### config.mk
export PLATFORM = sky130hd
export DESIGN_NAME = imm_decode_stage
export DESIGN_NICKNAME = d
export VERILOG_FILES = /design/src/rtl/rv_imm_pkg.sv /design/src/rtl/imm_decode.sv /design/src/rtl/imm_decode_stage.sv
export SDC_FILE = /design/constraint.sdc
export NUM_CORES = 1
export LEC_CHECK = 0
export BUFFER_PORTS_ARGS = -buffer_cell sky130_fd_sc_hd__buf_2
export CAP_MARGIN = 10
export CORE_AREA = 2 2 158 160
export CTS_CLUSTER_SIZE = 24
export DETAILED_ROUTE_END_ITERATION = 16
export DIE_AREA = 0 0 160 162
export GPL_ROUTABILITY_DRIVEN = 0
export PLACE_DENSITY = 0.76
export SYNTH_ARGS = -nofsm -noshare
export SYNTH_HDL_FRONTEND = slang
export SYNTH_SLANG_ARGS = --single-unit
export TNS_END_PERCENT = 30
### constraint.sdc
create_clock -name clk -period 10.9 [get_ports clk]
set_input_delay 0.545 -clock clk [delete_from_list [all_inputs] [get_ports clk]]
set_output_delay 0.545 -clock clk [all_outputs]
set_load 0.01 [all_outputs]
### src/rtl/rv_imm_pkg.sv
// Shared types for the immediate-decode stage: RV32I/Zicsr opcodes, immediate
// format codes and the decoder result record.
package rv_imm_pkg;

  localparam int MAX_XLEN = 64;

  typedef enum logic [6:0] {
    OPC_LUI      = 7'b0110111,
    OPC_AUIPC    = 7'b0010111,
    OPC_JAL      = 7'b1101111,
    OPC_JALR     = 7'b1100111,
    OPC_BRANCH   = 7'b1100011,
    OPC_LOAD     = 7'b0000011,
    OPC_STORE    = 7'b0100011,
    OPC_OP_IMM   = 7'b0010011,
    OPC_OP       = 7'b0110011,
    OPC_MISC_MEM = 7'b0001111,
    OPC_SYSTEM   = 7'b1110011
  } opcode_t;

  typedef enum logic [2:0] {
    FMT_NONE = 3'd0,
    FMT_I    = 3'd1,
    FMT_S    = 3'd2,
    FMT_B    = 3'd3,
    FMT_U    = 3'd4,
    FMT_J    = 3'd5,
    FMT_CSR  = 3'd6
  } imm_fmt_t;

  // imm is always MAX_XLEN wide; bits above the stage XLEN are zero.
  typedef struct packed {
    logic [MAX_XLEN-1:0] imm;
    imm_fmt_t            fmt;
    logic                illegal;
  } decoded_t;

endpackage

### src/rtl/imm_decode.sv
// Combinational immediate decoder: one instruction word in, immediate value,
// format code and illegal flag out.
module imm_decode
  import rv_imm_pkg::*;
#(
  parameter int XLEN           = 32,
  parameter bit ENABLE_CSR_IMM = 1'b1
) (
  input  logic [31:0] ir,
  output decoded_t    dec
);

  logic [MAX_XLEN-1:0] raw;
  imm_fmt_t            fmt;
  logic                illegal;

  // Every format is built at full width, then clipped to XLEN so that the
  // sign extension lands exactly on the stage width.
  always_comb begin
    raw     = '0;
    fmt     = FMT_NONE;
    illegal = 1'b0;
    if (ir[1:0] != 2'b11) begin
      illegal = 1'b1;
    end else begin
      case (opcode_t'(ir[6:0]))
        OPC_OP: ;
        OPC_OP_IMM, OPC_LOAD, OPC_JALR: begin
          fmt = FMT_I;
          raw = {{52{ir[31]}}, ir[31:20]};
        end
        OPC_STORE: begin
          fmt = FMT_S;
          raw = {{52{ir[31]}}, ir[31:25], ir[11:7]};
        end
        OPC_BRANCH: begin
          fmt = FMT_B;
          raw = {{51{ir[31]}}, ir[31], ir[7], ir[30:25], ir[11:8], 1'b0};
        end
        OPC_LUI, OPC_AUIPC: begin
          fmt = FMT_U;
          raw = {{32{ir[31]}}, ir[31:12], 12'h000};
        end
        OPC_JAL: begin
          fmt = FMT_J;
          raw = {{43{ir[31]}}, ir[31], ir[19:12], ir[20], ir[30:21], 1'b0};
        end
        OPC_SYSTEM: begin
          if (ENABLE_CSR_IMM && ir[14]) begin
            fmt = FMT_CSR;
            raw = {59'd0, ir[19:15]};
          end
        end
        OPC_MISC_MEM: ;
        default: illegal = 1'b1;
      endcase
    end
    if (XLEN == 32) begin
      raw[63:32] = '0;
    end
  end

  assign dec = '{imm: raw, fmt: fmt, illegal: illegal};

endmodule

### src/rtl/imm_decode_stage.sv
// Registered immediate-decode stage: decodes on the input side, precomputes
// pc + imm, and buffers up to two words behind a valid/ready skid buffer.
module imm_decode_stage
  import rv_imm_pkg::*;
#(
  parameter int XLEN           = 32,
  parameter bit ENABLE_CSR_IMM = 1'b1,
  parameter int ILL_CNT_W      = 16
) (
  input  logic                 clk,
  input  logic                 rst,
  input  logic                 in_valid,
  output logic                 in_ready,
  input  logic [31:0]          in_ir,
  input  logic [XLEN-1:0]      in_pc,
  output logic                 out_valid,
  input  logic                 out_ready,
  output logic [XLEN-1:0]      out_imm,
  output logic [2:0]           out_fmt,
  output logic [XLEN-1:0]      out_pc,
  output logic [XLEN-1:0]      out_target,
  output logic                 out_illegal,
  output logic [ILL_CNT_W-1:0] ill_count
);

  localparam logic [1:0] ST_EMPTY = 2'd0;
  localparam logic [1:0] ST_ONE   = 2'd1;
  localparam logic [1:0] ST_FULL  = 2'd2;

  logic [1:0]      state;
  decoded_t        dec;
  logic [XLEN-1:0] dec_imm;
  logic [XLEN-1:0] dec_target;
  logic            skid_valid;
  logic            accept;
  logic            transfer;

  logic [XLEN-1:0] skid_imm;
  logic [2:0]      skid_fmt;
  logic [XLEN-1:0] skid_pc;
  logic [XLEN-1:0] skid_target;
  logic            skid_illegal;

  imm_decode #(
    .XLEN           (XLEN),
    .ENABLE_CSR_IMM (ENABLE_CSR_IMM)
  ) u_decode (
    .ir  (in_ir),
    .dec (dec)
  );

  assign dec_imm = dec.imm[XLEN-1:0];

  if (XLEN < MAX_XLEN) begin : g_imm_hi
    logic unused_imm_hi;
    assign unused_imm_hi = ^dec.imm[MAX_XLEN-1:XLEN];
  end

  assign dec_target = in_pc + dec_imm;

  assign skid_valid = (state == ST_FULL);
  assign in_ready   = ~skid_valid;
  assign out_valid  = (state != ST_EMPTY);
  assign accept     = in_valid & in_ready;
  assign transfer   = out_valid & out_ready;

  // The output register always holds the oldest word; the skid register only
  // fills when a word arrives while the output is stalled.
  always_ff @(posedge clk) begin
    if (rst) begin
      state        <= ST_EMPTY;
      out_imm      <= '0;
      out_fmt      <= FMT_NONE;
      out_pc       <= '0;
      out_target   <= '0;
      out_illegal  <= 1'b0;
      skid_imm     <= '0;
      skid_fmt     <= FMT_NONE;
      skid_pc      <= '0;
      skid_target  <= '0;
      skid_illegal <= 1'b0;
      ill_count    <= '0;
    end else begin
      case (state)
        ST_EMPTY: begin
          if (accept) begin
            out_imm     <= dec_imm;
            out_fmt     <= dec.fmt;
            out_pc      <= in_pc;
            out_target  <= dec_target;
            out_illegal <= dec.illegal;
            state       <= ST_ONE;
          end
        end
        ST_ONE: begin
          if (accept && transfer) begin
            out_imm     <= dec_imm;
            out_fmt     <= dec.fmt;
            out_pc      <= in_pc;
            out_target  <= dec_target;
            out_illegal <= dec.illegal;
          end else if (accept) begin
            skid_imm     <= dec_imm;
            skid_fmt     <= dec.fmt;
            skid_pc      <= in_pc;
            skid_target  <= dec_target;
            skid_illegal <= dec.illegal;
            state        <= ST_FULL;
          end else if (transfer) begin
            state <= ST_EMPTY;
          end
        end
        ST_FULL: begin
          if (transfer) begin
            out_imm     <= skid_imm;
            out_fmt     <= skid_fmt;
            out_pc      <= skid_pc;
            out_target  <= skid_target;
            out_illegal <= skid_illegal;
            state       <= ST_ONE;
          end
        end
        default: state <= ST_EMPTY;
      endcase

      if (accept && dec.illegal && (ill_count != '1)) begin
        ill_count <= ill_count + ILL_CNT_W'(1);
      end
    end
  end

endmodule
==> results of run 1 <==
## cell usage after synthesis (4+ instances only)
cell	n
a31oi_1	11
and3_1	10
nor2_1	192
clkbuf_1	100
and2_1	12
xnor2_1	16
ha_1	32
o21ai_0	18
nand2_1	277
nand3_1	23
a211oi_1	72
a311o_1	4
nor2b_1	13
nor3_1	15
a221oi_1	10
inv_1	33
a21oi_1	157
a311oi_1	50
o21a_1	8
o21ai_1	6
buf_1	4
a21o_1	10
a222oi_1	4
xor2_1	23
nand2b_1	6
nand4_1	7
dfxtp_1	218
o211ai_1	7
or4_1	4
nor4_1	4
## power by group through the flow
stage                     Clock [mW]  Combinational [mW]  Sequential (mW)
after detailed placement           0               0.258            0.876
after floorplan                    0               0.151            0.885
after global routing           0.930               0.285            0.863
final                          0.886               0.260            0.858
after global placement             0               0.255            0.874
after CTS                      0.897               0.259            0.858
## through the flow
step	utilization, %	total power [mW]	std cells	setup WS (ns)	instance area [um^2]
after floorplan	-	1.04	1397	6.91	10700
after global placement	48.6	1.13	1808	6.57	11700
after detailed placement	48.6	1.13	1808	6.34	11700
after CTS	52.1	2.01	1852	6.88	12600
after global routing	52.1	2.08	1852	6.29	12600
final	52.1	2.00	1852	6.76	12600
## area by class of cell
type                       count  area, um^2  share of cell area, %
inverter                      33         125                  0.995
tap                          324         405                   3.22
timing repair buffer         193         992                   7.89
sequential                   218        4360                   34.7
multi-input combinational   1040        5820                   46.3
clock inverter                14         209                   1.66
clock buffer                  30         654                   5.21
## final timing paths
path / from / endpoint / slack, ns / cells after the start
setup / recovery: in_ir[1] / out_target[19]$_SDFFE_PP0P_ / 6.76 / 16
hold / removal: out_ready / state[1]$_SDFFE_PP0P_ / 0.27 / 2
setup reg to reg: state[0]$_SDFFE_PP0P_ / ill_count[11]$_SDFFE_PP0P_ / 8.11 / 8
hold reg to reg: out_target[2]$_SDFFE_PP0P_ / out_target[2]$_SDFFE_PP0P_ / 0.45 / 2
## flip-flops by register name, summed over array words and instances, names as in the netlist, 2 cells and up
register,flops
skid_imm,32
skid_fmt,3
state,2
skid_pc,32
out_target,32
out_pc,32
out_fmt,3
ill_count,16
out_imm,32
skid_target,32
## per-layer routing
layer,part of all wire [%],up-vias,global-route usage [%]
li1,-,5126,-
met1,43,4844,32.4
met2,45,478,39.3
met3,9.7,63,5.95
met4,3.1,0,7.45
met5,0,-,0
## kinds of logic after synthesis
family | count (synthesis)
AND/OR/NAND/NOR | 577
AO/OA/AOI/OAI | 388
flip-flops | 218
buffers and inverters | 139
XOR/XNOR | 39
adder cells (fa/ha/maj) | 33
multiplexers | 3
==> results.json, run 1 <==
{
  "cts_setup_buffers": 0,
  "tritoncts": "done",
  "cap_violations": 0,
  "drtIter0Drc": 1414,
  "layout-drive-gt1-share_pct": 16.3,
  "synth_area_leaders": "dfxtp_1, nand2_1, a21oi_1",
  "p_int_mw": 1.47,
  "fp-row-count": 57,
  "crit_family": "compound AO/OA/AOI/OAI gates",
  "required_ns": 11.30,
  "syn_inst": 1397,
  "drc": 0,
  "synth_seq_cells": 218,
  "synthXorXnorAreaFrac_pct": 3.19,
  "drt-total-wl_mm": 32.7,
  "grt_overflow": 0,
  "syn_avg_cell_area_um2": 7.65,
  "clkSinkCount": 218,
  "hold_buffers": 0,
  "fin_crit_sh_pct": 38.0,
  "cts_max_level": 1,
  "worst_slew_pin_slew_ns": 1.20,
  "cts-resized-gates": 0,
  "cp.arrival_ns": 4.55,
  "avgViaCountPerCell": 5.68,
  "syn_area_um2": 10700,
  "crit_path_max_incr_delay_ns": 0.62,
  "cts_root_buf": "clkbuf_16",
  "critPathMaxFanout": 8,
  "hold_viol": 0,
  "die_w_um": 160,
  "pwr-share-seq_pct": 42.8,
  "io_buffers": 185,
  "fillerInstances": 2420,
  "vias": 10500,
  "path_cells": "buf_2 -> nand2_1 -> nor2_1 -> nand2_1 -> nor3_1 -> a222oi_1 -> inv_1 -> ha_1 -> a211oi_1 -> o21ai_1 -> a21o_1 -> a21oi_1 -> o21ai_1 -> a221oi_1 -> xor2_1 -> a2111oi_0",
  "p_sw_mw": 0.530,
  "yosys.cell_types.count": 63,
  "drv_slew": 0,
  "slowest_stage": "nor3_1",
  "antennaDiodeCount": 0,
  "postRouteAntennaNets": 0,
  "yosys.area.top_type": "dfxtp_1",
  "period_needed_ns": 4.14,
  "powerDensity_nw_per_um2": 159,
  "synth_edf_count": 0,
  "synth_compound_area_share_pct": 24.2,
  "cts_max_path_buffers": 3,
  "ys_seq_area_share_pct": 40.8,
  "synthFlopType": "dfxtp_1",
  "syn_nets": 1498,
  "fmax_mhz": 241,
  "synth_fa_ha_area_share_pct": 3.93,
  "cp-end-kind": "flop",
  "wire_per_inst_um": 17.7,
  "fin_setup_tns_ns": 0,
  "crit_buf_inv": 2,
  "ys.warnings.count": 0,
  "skew_ns": 0.00955,
  "fp.dieArea_um2": 25900,
  "start_util_pct": 44.4,
  "startpoint_type": "input pin",
  "synthSimpleGateAreaFrac_pct": 22.6,
  "synth_top_area_share_pct": 40.8,
  "netSwitchingFraction_pct": 26.4,
  "grt_pass1_wl_mm": 51.4,
  "synth_top_family_by_area": "compound AO/OA/AOI/OAI gates",
  "finalSetupViolations": 0,
  "cts_buffers": 24,
  "criticalPathCategory": "input pin to flop",
  "synth.area.mux_share_pct": 0.281,
  "ioPinCount": 186,
  "total_leakage_power_nw": 5.39,
  "path_clk_slew_ns": 0.06,
  "combPwrFrac_pct": 13.0,
  "final_nets": 1611,
  "coreArea_um2": 24100,
  "antenna_found_initial": 0,
  "holdWs_ns": 0.269,
  "p_clk_share_pct": 44.2,
  "grt_max_degree": 129,
  "grt_use_total_pct": 24.4,
  "drt_pre_antenna_iters": 8,
  "async_flop_share_pct": 0,
  "slew_headroom_pct": 20.0,
  "clock_latency_ns": 0.52,
  "ir_drop_mv": 0.123,
  "hp-class": "input pin to flop",
  "grt_pass1_vias": 9530,
  "final_cell_mix": "nand2_1, dfxtp_1, nor2_1",
  "syn_to_final_growth_pct": 17.5,
  "status": "finished clean",
  "final_common_cell": "nand2_1",
  "hpwl_mm": 22.7,
  "fp.dieH_um": 162,
  "rsz0062_at_grt": "false"
}
Power figures use the tool's default switching activity.
==> run 2, diff against run 1 <==
--- a/config.mk
+++ b/config.mk
@@ -5,12 +5,13 @@
 export SDC_FILE = /design/constraint.sdc
 export NUM_CORES = 1
 export LEC_CHECK = 0
+export ABC_AREA = 1
 export BUFFER_PORTS_ARGS = -buffer_cell sky130_fd_sc_hd__buf_2
 export CAP_MARGIN = 10
-export CORE_AREA = 2 2 158 160
+export CORE_AREA = 2 2 164 166
 export CTS_CLUSTER_SIZE = 24
 export DETAILED_ROUTE_END_ITERATION = 16
-export DIE_AREA = 0 0 160 162
+export DIE_AREA = 0 0 166 168
 export GPL_ROUTABILITY_DRIVEN = 0
 export PLACE_DENSITY = 0.76
 export SYNTH_ARGS = -nofsm -noshare
==> constraint.sdc (replaced) <==
create_clock -name clk -period 4.07 [get_ports clk]
set_input_delay 0.2035 -clock clk [delete_from_list [all_inputs] [get_ports clk]]
set_output_delay 0.2035 -clock clk [all_outputs]
set_load 0.01 [all_outputs]
==> run 2 against run 1 <==
Net effect:
- first-iteration DRC count decreased by 8.6%
- die area increased by 7.6%
- count of clock-buffer cells in the layout increased by 3
- sequential share of layout area decreased by 3.4 points
- hold slack got worse by 0.25 ns
- wire length increased by 18%
- setup slack got worse by 5.7 ns
- synthesized cell count increased by 28%
==> results.json, run 2 <==
{
  "yosys.cell_types.count": 35,
  "grt_pass1_wl_mm": 60.1,
  "critPathMaxFanout": 10,
  "groute.layer.met1.usage_pct": 35.6,
  "holdWs_ns": 0.0147,
  "postRouteAntennaNets": 0,
  "synth_edf_count": 0,
  "p_int_mw": 4.24,
  "antenna_found_initial": 3,
  "cts_root_buf": "clkbuf_16",
  "hp-start": "in_pc[5]",
  "drt_pre_antenna_iters": 6,
  "cp.arrival_ns": 3.38,
  "wire_per_inst_um": 16.7,
  "finalSetupViolations": 0,
  "startpoint_type": "input pin",
  "layout-drive-gt1-share_pct": 13.6,
  "syn_inst": 1790,
  "busiest_layer": "met2",
  "synthFlopType": "dfxtp_1",
  "synth.top_cells.by_count": "nand2_1, nor2_1, dfxtp_1, inv_1, o21ai_0",
  "slew_headroom_pct": 30.9,
  "synth_area_leaders": "dfxtp_1, nand2_1, nor2_1",
  "skew_ns": 0.00725,
  "reg2reg_to": "out_imm[17]$_SDFFE_PP0P_",
  "grt_max_degree": 87,
  "final_nets": 2045,
  "ys.warnings.count": 0,
  "fin_setup_tns_ns": 0,
  "async_flop_share_pct": 0,
  "yosysMostFrequentCell": "nand2_1",
  "status": "finished clean",
  "cts_buffers": 25,
  "pwr-share-seq_pct": 40.6,
  "yosys.area.top_type": "dfxtp_1",
  "criticalPathCategory": "input pin to flop",
  "clock_latency_ns": 0.53,
  "drt-total-wl_mm": 38.6,
  "cap_violations": 0,
  "fp.dieH_um": 168,
  "rsz0062_at_grt": "false",
  "worst_slew_pin_slew_ns": 1.04,
  "timing.rr.start": "state[1]$_SDFFE_PP0P_",
  "required_ns": 4.44,
  "netSwitchingFraction_pct": 26.2,
  "coreArea_um2": 26400,
  "ir_drop_mv": 0.468,
  "synth_seq_cells": 218,
  "hp-class": "input pin to flop",
  "combPwrFrac_pct": 13.6,
  "period_needed_ns": 3.02,
  "path_clk_slew_ns": 0.06,
  "stdcell_area_um2": 13900,
  "syn_area_um2": 11600,
  "total_leakage_power_nw": 7.13,
  "final_common_cell": "nand2_1",
  "syn_avg_cell_area_um2": 6.50,
  "use_met2_pct": 41.3,
  "hold_path_depth": 3,
  "cp-end-kind": "flop",
  "clkSinkCount": 218,
  "grt_pass1_vias": 11200,
  "ioPinCount": 186,
  "synth_top_area_share_pct": 37.5,
  "io_buffers": 185,
  "fp-row-count": 60,
  "grt_use_total_pct": 26.3,
  "syn_nets": 1891,
  "p_sw_mw": 1.50,
  "vias": 12500,
  "use_met3_pct": 4.04,
  "tritoncts": "done",
  "fin_crit_sh_pct": 74.2,
  "start_util_pct": 44.2,
  "drtIter0Drc": 1292,
  "ys_seq_area_share_pct": 37.5,
  "reg2reg_depth": 6,
  "grt_overflow": 0,
  "hold_viol": 0,
  "fmax_mhz": 331,
  "cts_max_path_buffers": 3,
  "die_w_um": 166,
  "drv_slew": 0,
  "powerDensity_nw_per_um2": 412,
  "r2r_slack_ns": 1.72,
  "drc": 0,
  "syn_to_final_growth_pct": 19.8,
  "p_clk_share_pct": 45.8,
  "hpwl_mm": 26.7,
  "place_area_um2": 12700,
  "avgViaCountPerCell": 5.41,
  "whs_endpoint": "out_pc[5]$_SDFFE_PP0P_",
  "cts_max_level": 1,
  "fp.dieArea_um2": 27900,
  "final_cell_mix": "nand2_1, nor2_1, dfxtp_1"
}
run 2: cell count changes in the layout (fill, tap and decap cells not counted), moves of 16 or more:
cell / delta
o211ai_1: +16
dlygate4sd3_1: +24
nand3_1: +60
a211oi_1: -72
o21ai_0: +169
a311oi_1: -50
a31oi_1: +23
nand2_1: +143
inv_1: +161
nor2_1: +76
run 2: worst max-delay path by stage:
stage	startpoint	cells past startpoint	slack, ns	endpoint
after global routing	in_ir[0]	20	0.90	out_target[27]$_SDFFE_PP0P_
after CTS	state[1]$_SDFFE_PP0P_	5	1.19	in_ready
after global placement	in_ir[3]	21	0.70	out_target[23]$_SDFFE_PP0P_
after floorplan	in_ir[3]	19	1.65	out_target[26]$_SDFFE_PP0P_
after detailed placement	in_ir[3]	21	0.67	out_target[23]$_SDFFE_PP0P_
final	in_ir[3]	21	1.05	out_target[23]$_SDFFE_PP0P_
run 2: layout make-up:
type | count | area [um^2]
Fill cell | 2533 | 12400
Sequential cell | 218 | 4360
Antenna cell | 3 | 7.51
Timing Repair Buffer | 220 | 1300
Inverter | 201 | 757
Multi-Input combinational cell | 1278 | 6120
Clock buffer | 33 | 696
Tap cell | 341 | 427
Clock inverter | 13 | 272
run 2: power groups by stage:
stage | registers [mW] | logic [mW] | clock network (mW)
after floorplan | 2.40 | 0.428 | 0
after global placement | 2.38 | 0.736 | 0
after detailed placement | 2.38 | 0.749 | 0
after CTS | 2.33 | 0.772 | 2.66
after global routing | 2.35 | 0.858 | 2.74
final | 2.33 | 0.781 | 2.63
run 2: kinds of logic (layout without fill, tap and decap cells):
| family | Yosys count | in the layout | share of synthesized area [%] |
|---|---|---|---|
| buf+inv | 294 | 467 | 9.99 |
| simple gates | 814 | 814 | 28.5 |
| compound gates | 407 | 407 | 18.6 |
| fa+ha+maj | 33 | 33 | 3.61 |
| flops | 218 | 218 | 37.5 |
| other cells | 0 | 3 | 0 |
| xor+xnor | 24 | 24 | 1.81 |
run 2: stage by stage:
| stage | util [%] | power (mW) | instances | setup slack, ns |
|---|---|---|---|---|
| finish | 52.9 | 5.75 | 2307 | 1.05 |
| global route | 52.9 | 5.95 | 2307 | 0.899 |
| CTS | 52.9 | 5.76 | 2304 | 1.19 |
| detailed placement | 48.3 | 3.13 | 2234 | 0.670 |
| global placement | 48.3 | 3.11 | 2234 | 0.701 |
| floorplan | - | 2.83 | 1790 | 1.65 |
run 2: critical path, cell delays in order:
cell and delay [ns]:
buf_2 0.11, inv_2 0.04, nand2_1 0.05, nor2_1 0.27, nand2_4 0.14, nand2_2 0.14, inv_1 0.11, o21ai_0 0.62
ha_1 0.44, nand2_1 0.20, inv_1 0.06, nand2_1 0.06, nand2_1 0.06, a21oi_1 0.11, nand2_1 0.18, nand2_1 0.13
nand2_1 0.05, nand2_1 0.08, nand3_1 0.07, nand2_1 0.16, a21oi_1 0.07
run 2: repair_timing:
item,in CTS,in global routing
setup buffers,0,0
resized for setup,0,0
endpoints found under the hold margin,34,0
setup endpoints to repair,0,0
hold buffers,24,0
run 2: metal layers:
metal,part of all wire [%],vias up,wire length (um)
li1,-,6088,-
met1,42,5666,16200
met2,44,612,17000
met3,8.8,108,3410
met4,5.1,0,1980
met5,0,-,0
==> run 3, diff against run 2 <==
==> constraint.sdc (replaced) <==
create_clock -name clk -period 2.9 [get_ports clk]
set_input_delay 0.145 -clock clk [delete_from_list [all_inputs] [get_ports clk]]
set_output_delay 0.145 -clock clk [all_outputs]
set_load 0.01 [all_outputs]
==> run 3 against run 2 <==
Net effect:
- largest power group is now registers
- core utilization increased by 1.3 points
- sequential power rose by 41%
- register-to-register slack got worse by 1.0 ns
- critical path type unchanged
- hold slack got worse by 0.0017 ns
- critical path depth unchanged
==> results.json, run 3 (same netlist as run 2, synthesis figures left out) <==
{
  "status": "finished clean",
  "critPathMaxFanout": 4,
  "die_w_um": 166,
  "final_cell_mix": "nand2_1, nor2_1, dfxtp_1",
  "cap_violations": 0,
  "grt_pass1_vias": 11600,
  "fp-row-count": 60,
  "ioPinCount": 186,
  "stdcell_area_um2": 14300,
  "final_common_cell": "nand2_1",
  "io_buffers": 185,
  "skew_ns": 0.00978,
  "grt_overflow": 0,
  "clkSinkCount": 218,
  "period_needed_ns": 2.64,
  "drc": 0,
  "drt_pre_antenna_iters": 5,
  "avgViaCountPerCell": 5.35,
  "criticalPathCategory": "input pin to flop",
  "finalSetupViolations": 0,
  "tritoncts": "done",
  "slew_headroom_pct": 41.9,
  "syn_to_final_growth_pct": 22.7,
  "fp.dieArea_um2": 27900,
  "startpoint_type": "input pin",
  "drt-total-wl_mm": 39.0,
  "final_util_pct": 54.2,
  "vias": 12700,
  "required_ns": 3.26,
  "cts_setup_buffers": 0,
  "wire_per_inst_um": 16.5,
  "cp.arrival_ns": 3.01,
  "reg2reg_depth": 10,
  "holdWs_ns": 0.0130,
  "fp.dieH_um": 168,
  "hold_path_depth": 4,
  "path_clk_slew_ns": 0.06,
  "start_util_pct": 44.2,
  "cts_max_level": 1,
  "grt_max_degree": 119,
  "antenna_found_initial": 0,
  "cts_buffers": 24,
  "hpwl_mm": 27.2,
  "fin_crit_sh_pct": 91.1,
  "cp-end-kind": "flop",
  "grt_use_total_pct": 26.9,
  "coreArea_um2": 26400,
  "grt_pass1_wl_mm": 61.5,
  "layout-drive-gt1-share_pct": 15.9,
  "drtIter0Drc": 1252,
  "hp-class": "input pin to flop",
  "fin_setup_tns_ns": 0,
  "cts_max_path_buffers": 3,
  "fmax_mhz": 379,
  "postRouteAntennaNets": 0,
  "total_leakage_power_nw": 7.36,
  "hold_viol": 0,
  "ir_drop_mv": 0.409,
  "drv_slew": 0,
  "final_nets": 2110,
  "rsz0062_at_grt": "false",
  "place_area_um2": 13200,
  "antennaDiodeCount": 0,
  "powerDensity_nw_per_um2": 519,
  "worst_slew_pin_slew_ns": 0.872,
  "clock_latency_ns": 0.52,
  "cts_root_buf": "clkbuf_16"
}
## run 3: changes by cell type in the layout (fill, tap and decap cells not counted)
cell	change
inv_6	-1
nor2_1	-4
dlygate4sd3_1	+9
clkbuf_1	+4
buf_4	+56
xor2_2	+1
bufinv_16	-8
xor2_1	-1
clkbuf_8	+2
diode_2	-3
buf_12	+1
nor2_2	+4
## run 3: critical path, stage by stage
cell and delay (ns):
buf_2 0.10, nand2_1 0.10, inv_1 0.09, nand2_2 0.08
inv_2 0.04, nand2_1 0.10, nor2_1 0.07, nand2_1 0.07
o211ai_1 0.17, ha_1 0.29, fa_1 0.47, nand3_1 0.12
nand3_1 0.13, nand2_1 0.09, nand3b_1 0.14, nand2_1 0.09
nand2_1 0.08, xnor2_1 0.36, nand2_1 0.11, nand2_1 0.09
a21oi_1 0.06
## run 3: what timing repair did
action                                 4_1_cts  5_1_grt
setup endpoints to repair                    0        2
endpoints found under the hold margin       63        0
resized for setup                            0        5
hold buffers                                33        0
## run 3: path summary, 6_finish.rpt
path                                     from                     endpoint  slack (ns)
hold / removal                       in_valid        state[0]$_SDFFE_PP0P_        0.01
setup / recovery                     in_ir[0]  out_target[16]$_SDFFE_PP0P_        0.26
setup reg to reg    ill_count[0]$_SDFFE_PP0P_   ill_count[10]$_SDFFE_PP0P_        0.71
hold reg to reg   out_target[26]$_SDFFE_PP0P_  out_target[26]$_SDFFE_PP0P_        0.46
## run 3: power by group
| part | internal, mW | leakage [nW] | total (mW) | switching, mW |
|---|---|---|---|---|
| Sequential | 3.17 | 1.78 | 3.28 | 0.103 |
| Clock | 1.73 | 0.373 | 2.99 | 1.26 |
| Combinational | 0.417 | 5.20 | 1.14 | 0.725 |
| Total | 5.32 | 7.36 | 7.41 | 2.09 |
## run 3: per-layer routing
metal / track usage, % / share of wire (%)
met4: 14.6 / 5.2
met1: 34.8 / 42
met3: 4.96 / 8.7
met2: 42.4 / 44
met5: 0 / 0
## run 3: area by class of cell
cell class | instances | area (um^2)
Clock buffer | 39 | 738
Clock inverter | 4 | 22.5
Fill cell | 2493 | 12100
Inverter | 201 | 757
Multi-Input combinational cell | 1278 | 6140
Sequential cell | 218 | 4360
Tap cell | 341 | 427
Timing Repair Buffer | 286 | 1830
## run 3: stage by stage
| step | setup WS (ns) | power, mW | std cells |
|---|---|---|---|
| after floorplan | 0.534 | 3.97 | 1790 |
| after detailed placement | -0.345 | 4.42 | 2291 |
| after CTS | 0.183 | 7.42 | 2367 |
| after global placement | -0.243 | 4.40 | 2291 |
| after global routing | 0.0616 | 7.70 | 2367 |
| final | 0.259 | 7.41 | 2367 |
